`src/rtl/mux_scanner.sv`:
```
// Scans a downstream 4x1 multiplexer: steps the select through 0..3, lets each
// channel settle for DWELL cycles, samples it, and publishes the 4-bit word atomically.
module mux_scanner #(
    parameter int unsigned DWELL = 1
) (
    input  logic       clk,
    input  logic       rst,
    input  logic       start,
    input  logic       cont,
    input  logic       abort,
    input  logic       o_in,
    output logic [1:0] s,
    output logic [3:0] q,
    output logic       valid,
    output logic       busy
);

    typedef enum logic [1:0] {
        ST_IDLE   = 2'd0,
        ST_SETTLE = 2'd1,
        ST_SAMPLE = 2'd2
    } state_t;

    // With no settle time every channel goes straight to its sample cycle.
    localparam logic [3:0] DWELL_LAST  = (DWELL == 0) ? 4'd0 : 4'(DWELL - 1);
    localparam state_t     FIRST_STATE = (DWELL == 0) ? ST_SAMPLE : ST_SETTLE;

    state_t     r_state;
    state_t     w_state_nxt;
    logic [1:0] r_s;
    logic [1:0] w_s_nxt;
    logic [3:0] r_cnt;
    logic [3:0] w_cnt_nxt;
    logic [3:0] r_shadow;
    logic [3:0] w_shadow_nxt;
    logic [3:0] r_q;
    logic [3:0] w_q_nxt;
    logic       r_valid;
    logic       w_valid_nxt;
    logic       r_busy;
    logic       w_busy_nxt;

    // State and datapath registers, cleared asynchronously by rst.
    always_ff @(posedge clk or posedge rst) begin
        if (rst) begin
            r_state  <= ST_IDLE;
            r_s      <= 2'd0;
            r_cnt    <= 4'd0;
            r_shadow <= 4'd0;
            r_q      <= 4'd0;
            r_valid  <= 1'b0;
            r_busy   <= 1'b0;
        end else begin
            r_state  <= w_state_nxt;
            r_s      <= w_s_nxt;
            r_cnt    <= w_cnt_nxt;
            r_shadow <= w_shadow_nxt;
            r_q      <= w_q_nxt;
            r_valid  <= w_valid_nxt;
            r_busy   <= w_busy_nxt;
        end
    end

    // Next-state and datapath decisions; abort outranks settling and sampling.
    always_comb begin
        w_state_nxt  = r_state;
        w_s_nxt      = r_s;
        w_cnt_nxt    = r_cnt;
        w_shadow_nxt = r_shadow;
        w_q_nxt      = r_q;
        w_valid_nxt  = 1'b0;

        case (r_state)
            ST_IDLE: begin
                if (start && !abort) begin
                    w_state_nxt = FIRST_STATE;
                    w_s_nxt     = 2'd0;
                    w_cnt_nxt   = 4'd0;
                end else begin
                    w_state_nxt = ST_IDLE;
                end
            end
            ST_SETTLE: begin
                if (abort) begin
                    w_state_nxt = ST_IDLE;
                    w_s_nxt     = 2'd0;
                    w_cnt_nxt   = 4'd0;
                end else begin
                    w_cnt_nxt = r_cnt + 4'd1;
                    if (r_cnt == DWELL_LAST) begin
                        w_state_nxt = ST_SAMPLE;
                    end else begin
                        w_state_nxt = ST_SETTLE;
                    end
                end
            end
            ST_SAMPLE: begin
                if (abort) begin
                    w_state_nxt = ST_IDLE;
                    w_s_nxt     = 2'd0;
                    w_cnt_nxt   = 4'd0;
                end else begin
                    w_shadow_nxt[r_s] = o_in;
                    w_cnt_nxt         = 4'd0;
                    if (r_s == 2'd3) begin
                        // Channel 3 goes straight to q so the word lands in one edge.
                        w_q_nxt     = {o_in, r_shadow[2:0]};
                        w_valid_nxt = 1'b1;
                        w_s_nxt     = 2'd0;
                        if (cont) begin
                            w_state_nxt = FIRST_STATE;
                        end else begin
                            w_state_nxt = ST_IDLE;
                        end
                    end else begin
                        w_s_nxt     = r_s + 2'd1;
                        w_state_nxt = FIRST_STATE;
                    end
                end
            end
            default: begin
                w_state_nxt = ST_IDLE;
                w_s_nxt     = 2'd0;
                w_cnt_nxt   = 4'd0;
            end
        endcase

        w_busy_nxt = (w_state_nxt != ST_IDLE);
    end

    assign s     = r_s;
    assign q     = r_q;
    assign valid = r_valid;
    assign busy  = r_busy;

endmodule

```
`config.mk`:
```
export PLATFORM = sky130hd
export DESIGN_NAME = mux_scanner
export DESIGN_NICKNAME = d
export VERILOG_FILES = /design/src/rtl/mux_scanner.sv
export SDC_FILE = /design/constraint.sdc
export NUM_CORES = 1
export LEC_CHECK = 0
export CORE_UTILIZATION = 46
export DETAILED_ROUTE_END_ITERATION = 12
export PLACE_DENSITY_LB_ADDON = 0.2
export SKIP_LAST_GASP = 1
export SLEW_MARGIN = 20
export SYNTH_ARGS = -nofsm -noshare
export SYNTH_HDL_FRONTEND = slang
export SYNTH_SLANG_ARGS = --single-unit
```
`constraint.sdc`:
```
create_clock -name clk -period 1.22 [get_ports clk]
set_input_delay 0.183 -clock clk [delete_from_list [all_inputs] [get_ports clk]]
set_output_delay 0.183 -clock clk [all_outputs]
set_load 0.1 [all_outputs]
```
==> run summary <==
============================================================================================
Worst setup path endpoint                                                               q[3]
DPL Wire Length                                                                      1.43 mm
Fraction of synthesized area in multiplexers                                           11.6%
Arrival @ worst endpoint                                                             1.50 ns
Number of filler instances in the final layout                                           109
H-Tree Depth                                                                               1
Cells after Synth                                                                         80
Antenna diode instance count                                                               0
Synth Area in Compound Gates                                                           10.5%
Clock-pin slew on the worst setup and hold paths                                     0.10 ns
Reg-to-reg critical path startpoint                                                     s[1]
Starting density of the core                                                           50.7%
Total area of sequential cells                                                      435 um^2
Sequential fraction of the synthesis area                                              47.1%
Routed wire length                                                                   1.97 mm
Number of antenna violations at the first check in global routing                          0
Static leakage                                                                      0.608 nW
Worst setup path startpoint                                                             s[1]
Root Buffer                                                                         clkbuf_4
Number of max-cap violations                                                               0
Gpl congestion                                                                         0.850
Fin. max-slew vios                                                                         0
Clock sink count                                                                          17
Basic-gate share of the synthesized area counting and, or, nand and nor cells          16.2%
Violated checks                                                                 setup timing
Synth Warn #                                                                               0
Sequential power share                                                                 48.6%
Number of rows in the core area                                                           15
Endpoint of the worst register-to-register path                                         q[3]
TritonCTS Buffers                                                                          3
Maximum number of pins on one net before global-route repair                              11
Number of nets produced by synthesis                                                      92
Vertical extent of the die                                                           46.3 um
Headroom to the max-slew limit                                                         82.5%
Peak ir drop on the vdd network                                                       853 uV
Clock tree skew after final layout                                                0.00207 ns
Post-route setup slack                                                            -0.0890 ns
Total Power                                                                        0.00139 W
Share of the cycle needed by the critical path after routing                            107%
CP Max Fanout                                                                              5
Classification of the worst setup path                                            reg -> reg
Nets                                                                                     121
Achievable frequency                                                                 764 MHz
Count of cells along the worst register-to-register path                                   3
Share of total power consumed by net switching                                         32.4%
Slew at the pin with the worst max-slew slack                                       0.261 ns
Net switching component of the power                                              0.000452 W
Count of routing violations after the opening detailed-route iteration                     9
Area added between synthesis and finish                                                48.1%
Layout cells sized above 1                                                             46.3%
Port bufs                                                                                 13
Clock tree from TritonCTS                                                               done
Number of detailed-routing iterations run before antenna repair                            6
Die width                                                                            46.3 um
Vias in the first global route                                                           687
Power per standard cell area                                                    1040 nW/um^2
Average wire per standard cell                                                       14.8 um
Final routed DRC violation total                                                           0
Distinct cell type count after synthesis                                                  31
Area share of fa/ha/maj cells after synthesis                                          8.31%
Utilization after layout                                                               75.0%
Final count of negative-setup-slack endpoints                                             11
Critical Path End Type                                                              register
Startpoint Class                                                                    register
Clock power frac                                                                       21.8%
Xor-xnor portion of the synthesized cell area                                         0.970%
Cell Int Power                                                                    0.000940 W
All-layer global routing usage                                                         20.0%
Die Outline Area                                                                   2150 um^2
Grt total ovfl                                                                             0
Number of top-level pins                                                                  14
Routed vias                                                                              696
Hold Crit Class                                                                  in -> async
Required time reported for the critical path endpoint                                1.41 ns
Combined area of the multi-input logic cells                                        490 um^2
Maximum buffer depth of the clock tree                                                     2
Summed negative setup slack over all endpoints                                     -0.669 ns
Synthesis-stage register bit count                                                        17
Run status                                                                      finished with violations
Summed instance area of the synthesized netlist                                     903 um^2
Final critical path time including I/O delays and setup                              1.31 ns
Vias per cell                                                                           5.23
Final worst hold slack                                                             0.0897 ns
Setup repair after global routing missed its margin                                      yes
Mean cell area of the mapped netlist                                               11.3 um^2
Combinational power share                                                              29.7%
First-pass GRT wire length                                                           2.94 mm
Clock network latency to the later pin of the worst-skew pair                        0.29 ns
Minimum setup slack among reg-to-reg paths                                          -0.09 ns
Number of hold-slack violations in the final timing report                                 0
Area of the core region                                                            1780 um^2
Post-route antenna net violation count                                                     0
Dominant combinational cell family by area after synthesis                      simple AND/OR/NAND/NOR gates
============================================================================================
[state kept, by name (all words and copies together) (netlist names)]
name / flops
busy: 1
r_shadow: 3
s: 2
r_state: 2
r_cnt: 4
valid: 1
q: 4
[worst max-delay path, stage by stage, from the launching register on]
cell	delay, ns
dfrtp_4	0.52
ha_4	0.19
and3_4	0.20
mux2_4	0.29
[power groups by stage]
stage / clock network, W / logic (W) / registers [W]
floorplan: 0 / 0.000145 / 0.000736
global placement: 0 / 0.000351 / 0.000674
detailed placement: 0 / 0.000364 / 0.000679
CTS: 0.000313 / 0.000377 / 0.000670
global route: 0.000335 / 0.000445 / 0.000682
finish: 0.000303 / 0.000413 / 0.000676
[cells in the final DEF, fill, tap and decap left out, types with 3 or more instances in the layout]
cell             count
clkdlybuf4s50_1      5
clkbuf_4             3
inv_1                4
buf_4               13
dfrtp_1             13
ha_1                 4
nand3_1              4
mux2_4               6
buf_12               8
nor2_1               6
[final cells by class]
type,instances,share of cell area (%)
multi-input cells,53,36.7
flip-flops and latches,17,32.6
repair buffers,28,24.7
well taps,25,2.34
clock buffers,3,1.68
inverters,6,1.68
clock inverters,1,0.374
[cell usage after synthesis (all sizes together)]
master | count | area [um^2]
dfrtp | 17 | 425
mux2 | 8 | 105
nor2 | 8 | 37.5
ha | 6 | 75.1
inv | 6 | 22.5
nand3 | 5 | 25.0
buf | 4 | 25.0
nand2b | 3 | 18.8
a32oi | 2 | 17.5
and3 | 2 | 17.5
nand2 | 2 | 7.51
nor2b | 2 | 12.5
o2bb2ai | 2 | 17.5
a211oi | 1 | 7.51
a21oi | 1 | 5.00
a22o | 1 | 8.76
a22oi | 1 | 7.51
a2bb2oi | 1 | 8.76
a31oi | 1 | 6.26
nand3b | 1 | 7.51
nor3 | 1 | 5.00
nor3b | 1 | 7.51
o21bai | 1 | 7.51
o311ai | 1 | 8.76
or2b | 1 | 7.51
xor2 | 1 | 8.76
[cell families after synthesis]
logic type / count (synthesis)
adders and majority gates: 6
muxes: 8
xor gates and xnor gates: 1
and+or+nand+nor: 26
DFF: 17
buffers and inverters: 10
AOI/OAI and AO/OA: 12
[routing by layer]
| metal | vias to the layer above | global-route usage, % | part of all wire (%) |
|---|---|---|---|
| li1 | 333 | - | - |
| met1 | 343 | 23.5 | 41 |
| met2 | 16 | 34.7 | 53 |
| met3 | 4 | 6.27 | 4.1 |
| met4 | 0 | 5.29 | 1.6 |
| met5 | - | 0 | 0 |
[what timing repair did]
action	4_1_cts	5_1_grt
endpoints found under the setup margin	11	16
pin swaps	0	1
setup buffers	2	0
hold buffers	0	0
gates resized for setup	2	13
hold endpoints to repair	0	0
[worst min-delay path by stage]
stage               from  endpoint  slack, ns
finish               rst  r_cnt[2]       0.09
floorplan            rst      busy       0.11
global placement     rst  r_cnt[2]       0.42
CTS                  rst  r_cnt[2]        0.1
detailed placement   rst  r_cnt[2]       0.41
global route         rst  r_cnt[2]       0.12
[per-stage QoR]
stage               area (um^2)  setup WS, ns  std cells
floorplan                   927        -0.299         80
global placement           1240        -0.241        127
detailed placement         1240        -0.263        127
CTS                        1290       -0.0783        133
global route               1340        -0.114        133
finish                     1340       -0.0890        133
Note: power is estimated with default switching activity, not from simulation.
